## config.mk

```make
export PLATFORM = sky130hd
export DESIGN_NAME = fixed_p_seq_div
export DESIGN_NICKNAME = d
export VERILOG_FILES = /design/src/rtl/fixed_p_seq_div.sv
export SDC_FILE = /design/constraint.sdc
export NUM_CORES = 1
export LEC_CHECK = 0
export BUFFER_PORTS_ARGS = -buffer_cell sky130_fd_sc_hd__buf_2
export CAP_MARGIN = 20
export CORE_ASPECT_RATIO = 1.2
export CORE_UTILIZATION = 61
export CTS_BUF_LIST = sky130_fd_sc_hd__clkbuf_2
export CTS_CLUSTER_SIZE = 40
export DETAILED_ROUTE_END_ITERATION = 6
export GPL_TIMING_DRIVEN = 0
export PLACE_DENSITY = 0.83
export REMOVE_ABC_BUFFERS = 1
export SLEW_MARGIN = 0
export SYNTH_ARGS = -nofsm -noshare
export SYNTH_HDL_FRONTEND = slang
export SYNTH_SLANG_ARGS = --single-unit
```

## constraint.sdc

```tcl
create_clock -name clk -period 8.15 [get_ports clk]
set_clock_uncertainty 0.15 [all_clocks]
set_input_delay 0.4075 -clock clk [delete_from_list [all_inputs] [get_ports clk]]
set_output_delay 0.4075 -clock clk [all_outputs]
set_load 0.005 [all_outputs]
```

## src/rtl/fixed_p_seq_div.sv

```systemverilog
// Unsigned fixed-point sequential divider: (left << FRACT_WIDTH) / right,
// one restoring shift-subtract step per clock, with a go/done handshake.
module fixed_p_seq_div #(
  parameter int WIDTH       = 32,
  parameter int INT_WIDTH   = 8,
  parameter int FRACT_WIDTH = 24
) (
  input  logic             clk,
  input  logic             reset,
  input  logic             go,
  input  logic [WIDTH-1:0] left,
  input  logic [WIDTH-1:0] right,
  output logic [WIDTH-1:0] out_quotient,
  output logic [WIDTH-1:0] out_remainder,
  output logic             overflow,
  output logic             div_by_zero,
  output logic             done
);

  localparam int N  = WIDTH + FRACT_WIDTH;
  localparam int CW = $clog2(N + 1);

  localparam logic [1:0] S_IDLE = 2'd0;
  localparam logic [1:0] S_BUSY = 2'd1;
  localparam logic [1:0] S_DONE = 2'd2;

  localparam logic [CW-1:0] LAST_ITER = CW'(N - 1);

  generate
    if (INT_WIDTH + FRACT_WIDTH != WIDTH) begin : g_bad_params
      $error("fixed_p_seq_div: INT_WIDTH + FRACT_WIDTH must equal WIDTH");
    end
  endgenerate

  logic [1:0]       state_q, state_d;
  logic [CW-1:0]    cnt_q, cnt_d;
  logic [N-1:0]     dvd_q, dvd_d;
  logic [WIDTH-1:0] dvs_q, dvs_d;
  logic [WIDTH-1:0] rem_q, rem_d;
  logic [N-1:0]     quo_q, quo_d;
  logic [WIDTH-1:0] out_quotient_q, out_quotient_d;
  logic [WIDTH-1:0] out_remainder_q, out_remainder_d;
  logic             overflow_q, overflow_d;
  logic             div_by_zero_q, div_by_zero_d;
  logic             done_q, done_d;

  // One iteration step; the shifted remainder carries an extra bit so the
  // compare never loses the bit shifted out of the top.
  logic [WIDTH:0]   r_shift;
  logic             r_ge;
  logic [WIDTH-1:0] r_diff;
  logic [WIDTH-1:0] r_step;
  logic [N-1:0]     quo_step;

  always_comb begin
    r_shift  = {rem_q, dvd_q[N-1]};
    r_ge     = (r_shift >= {1'b0, dvs_q});
    r_diff   = r_shift[WIDTH-1:0] - dvs_q;
    r_step   = r_ge ? r_diff : r_shift[WIDTH-1:0];
    quo_step = {quo_q[N-2:0], r_ge};
  end

  always_comb begin
    state_d         = state_q;
    cnt_d           = cnt_q;
    dvd_d           = dvd_q;
    dvs_d           = dvs_q;
    rem_d           = rem_q;
    quo_d           = quo_q;
    out_quotient_d  = out_quotient_q;
    out_remainder_d = out_remainder_q;
    overflow_d      = overflow_q;
    div_by_zero_d   = div_by_zero_q;
    done_d          = 1'b0;

    case (state_q)
      S_IDLE: begin
        if (go) begin
          if (right != '0) begin
            dvd_d         = {left, {FRACT_WIDTH{1'b0}}};
            dvs_d         = right;
            rem_d         = '0;
            quo_d         = '0;
            cnt_d         = '0;
            overflow_d    = 1'b0;
            div_by_zero_d = 1'b0;
            state_d       = S_BUSY;
          end else begin
            out_quotient_d  = '1;
            out_remainder_d = left;
            overflow_d      = 1'b1;
            div_by_zero_d   = 1'b1;
            done_d          = 1'b1;
            state_d         = S_DONE;
          end
        end
      end

      S_BUSY: begin
        dvd_d = {dvd_q[N-2:0], 1'b0};
        rem_d = r_step;
        quo_d = quo_step;
        cnt_d = cnt_q + CW'(1);
        if (cnt_q == LAST_ITER) begin
          out_quotient_d  = quo_step[WIDTH-1:0];
          out_remainder_d = r_step;
          // Any set bit above the result width means the quotient did not fit.
          overflow_d      = |quo_step[N-1:WIDTH];
          done_d          = 1'b1;
          state_d         = S_DONE;
        end
      end

      S_DONE: begin
        state_d = S_IDLE;
      end

      default: begin
        state_d = S_IDLE;
      end
    endcase
  end

  always_ff @(posedge clk or posedge reset) begin
    if (reset) begin
      state_q         <= S_IDLE;
      cnt_q           <= '0;
      dvd_q           <= '0;
      dvs_q           <= '0;
      rem_q           <= '0;
      quo_q           <= '0;
      out_quotient_q  <= '0;
      out_remainder_q <= '0;
      overflow_q      <= 1'b0;
      div_by_zero_q   <= 1'b0;
      done_q          <= 1'b0;
    end else begin
      state_q         <= state_d;
      cnt_q           <= cnt_d;
      dvd_q           <= dvd_d;
      dvs_q           <= dvs_d;
      rem_q           <= rem_d;
      quo_q           <= quo_d;
      out_quotient_q  <= out_quotient_d;
      out_remainder_q <= out_remainder_d;
      overflow_q      <= overflow_d;
      div_by_zero_q   <= div_by_zero_d;
      done_q          <= done_d;
    end
  end

  assign out_quotient  = out_quotient_q;
  assign out_remainder = out_remainder_q;
  assign overflow      = overflow_q;
  assign div_by_zero   = div_by_zero_q;
  assign done          = done_q;

endmodule

```

==> impl_metrics.yaml <==
outcome:
  outcome: "finished, violations left"
  violations: "DRC"
detailed_routing:
  wl_per_cell_um: 16.7
  met1Wirelength_um: 11600
  wirelength_um: 26700
  route.met2.wl_um: 12800
  drc: 13
  vias_per_cell: 5.93
  dr_wl_met3_um: 1360
  postRouteAntennaNets: 0
  topRoutingLayerUsed: "met4"
  drtIter0Drc: 711
  vias: 9481
  first_pass_iters: 7
cts:
  clock_sinks: 226
  worstSkewPairLatency_ns: 0.84
  numCtsBuffers: 54
  clock_path_buffers: 3
  cts_tree: "built"
  clkTransAtPathRegs_ns: 0.12
  htreeDepth: 2
  cts-root-buf: "clkbuf_2"
worst_setup_path:
  path_cells: "inv_1, ha_1, a21oi_1, o21ai_2, o21ai_0, o21ai_2, a211oi_4, buf_16, a22oi_2, a31oi_1, dlygate4sd3_1"
  critPathMaxFanout: 19
  crit_slowest_cell: "a211oi_4"
  path_class: "flop to flop"
  crit_required_ns: 8.77
  rr_endpoint: "out_remainder[0]"
  cpMostUsedCell: "o21ai_2"
  regToRegStartpoint: "dvs_q[10]"
  critPathMaxStageDelay_ns: 0.86
  crit_start: "dvs_q[10]"
  worstPathArrival_ns: 4.74
  worstRegToRegCells: 11
  start_kind: "flop"
  critPathTopFamily: "compound AO/OA/AOI/OAI gates"
  worst-r2r-setup-slack_ns: 4.03
  cp-end-kind: "flop"
  path_buf_inv: 3
die:
  die_area_sq_mm: 0.0186
  die_h_um: 149
  die_w_um: 125
  coreArea_sq_mm: 0.0176
  start_util_pct: 62.6
  io_pins: 134
  placementRows: 53
logic_synthesis:
  synth_area_leaders: "dfrtp_1 51%, nand2_1 5.6%, nor2_1 5.3%"
  synth_top_area_cell: "dfrtp_1"
  syn-cell-area_sq_mm: 0.0110
  synth_cell_types: 68
  ys_async_sr_fraction_pct: 100
  yosysWarnings: 0
  synthCells: 1141
  ys.flop_type: "dfrtp_1"
  synthTopCellsByCount: "226 x dfrtp_1, 166 x nand2_1, 156 x nor2_1, 75 x a21oi_1, 63 x a31oi_1"
  avgSynthCellArea_sq_um: 9.68
  ys_seq_area_share_pct: 51.2
  synth_seq_cells: 226
  synthMostInstantiatedCell: "dfrtp_1"
  synth_top_area_share_pct: 51.2
  synth_edf_count: 0
global_routing:
  first_global_vias: 9305
  grt_use_total_pct: 29.5
  antenna_found_initial: 1
  grt_max_degree: 115
  grt_overflow: 0
  grt_pass1_wl_um: 44600
placed_design:
  place_congestion: 0.892
  hpwl_um: 16900
  numPortBuffers: 133
  placed_area_sq_mm: 0.0119
layout:
  fin_area_sq_mm: 0.0131
  nets: 1435
  drive_gt1_share_pct: 20.3
  synthToLayoutAreaGrowth_pct: 18.5
  ff_latch_area_sq_mm: 0.00566
  fillers: 1249
  fin_util_pct: 74.2
  multiInputGateArea_sq_mm: 0.00495
timing:
  finalMaxSlewViolations: 0
  worst_pin_slew_ns: 0.984
  finalSetupViolCount: 0
  rsz0062_at_grt: "false"
  final_hold_viol_count: 0
  max_freq_mhz: 242
  layout_min_cycle_time_ns: 4.12
  relSlewSlack_pct: 34.2
  post-route-period-util_pct: 50.6
power:
  p_total_uw: 5870
  p_leak_uw: 0.00594
  p_per_area_mw_per_mm2: 449
  ir_worst_vdd_mv: 0.252
job:
  maxCapViolCount: 0
hold_path:
  hold_class: "primary input to async pin"
-- kinds of logic (layout without fill, tap and decap cells) --
| family | count (synthesis) | count (layout) | share of synthesized area [%] |
|---|---|---|---|
| xor gates and xnor gates | 28 | 28 | 2.22 |
| muxes | 35 | 35 | 3.53 |
| adders and majority gates | 34 | 34 | 3.92 |
| other | 0 | 1 | 0 |
| buffers and inverters | 115 | 352 | 4.38 |
| AOI/OAI and AO/OA | 299 | 299 | 19.2 |
| and+or+nand+nor | 404 | 404 | 15.5 |
| DFF | 226 | 226 | 51.2 |
-- flip-flops by register name, summed over array words and instances (netlist names), 2 cells and up --
register,cells
cnt_q,6
dvd_q,32
dvs_q,32
out_quotient,32
out_remainder,32
quo_q,55
rem_q,32
state_q,2
-- cell type report --
| cell class | instances | area share [%] |
|---|---|---|
| Antenna cell | 1 | 0.0191 |
| Clock buffer | 75 | 2.87 |
| Clock inverter | 25 | 0.813 |
| Inverter | 43 | 1.29 |
| Multi-Input combinational cell | 800 | 37.8 |
| Sequential cell | 226 | 43.2 |
| Tap cell | 220 | 2.10 |
| Timing Repair Buffer | 209 | 11.9 |
-- worst register-to-register path, delay by kind of cell, from the launching register on --
kind                     cells  cell delay, ns
adder cells (fa/ha/maj)      1            0.40
flip-flops                   1            0.37
AO/OA/AOI/OAI                7            2.21
buffers and inverters        3            0.93
-- cells in the final DEF, fill, tap and decap left out, types with 33 or more instances in the layout --
cell and count:
a22o_1 55, dfrtp_1 226, buf_2 133, clkbuf_2 75, a21oi_1 73, a31oi_1 63
ha_1 33, nor2_1 155, dlygate4sd3_1 67, inv_1 42, nand2_1 166
-- per-layer routing --
metal | vias up | global-route usage (%)
met5 | - | 0
met4 | 0 | 13.5
met3 | 87 | 4.73
met2 | 375 | 48.5
met1 | 4549 | 38.8
li1 | 4470 | -
-- metrics by stage --
step           setup TNS, ns  instances  worst slack, ns  hold WS (ns)
2_1_floorplan              0       1069             1.40         0.300
3_3_place_gp         -228.04       1422           -0.892         0.311
3_5_place_dp               0       1431             4.69         0.334
4_1_cts                    0       1598             4.29        0.0848
5_1_grt                    0       1599             3.82         0.138
6_report                   0       1599             4.03         0.109
-- where the power goes --
group / switching [uW] / total, uW / internal (uW) / leakage, uW
combinational: 1890 / 3240 / 1350 / 0.00299
clock: 459 / 714 / 255 / 0.000361
sequential: 314 / 1920 / 1610 / 0.00259
-- how the worst max path moves through the flow --
stage | to | slack (ns) | cells past startpoint
6_report | out_remainder[0] | 4.03 | 11
5_1_grt | out_remainder[0] | 3.82 | 10
4_1_cts | out_remainder[0] | 4.29 | 10
3_5_place_dp | cnt_q[4] | 4.69 | 8
3_3_place_gp | out_remainder[30] | -0.89 | 7
2_1_floorplan | cnt_q[0] | 1.40 | 1
-- what timing repair did --
action,in CTS,in global routing
resized for setup,0,0
endpoints found under the setup margin,0,0
setup buffers,0,0
hold buffers,67,0
hold endpoints to repair,212,0
No activity file was read; power rests on OpenSTA's default activity.
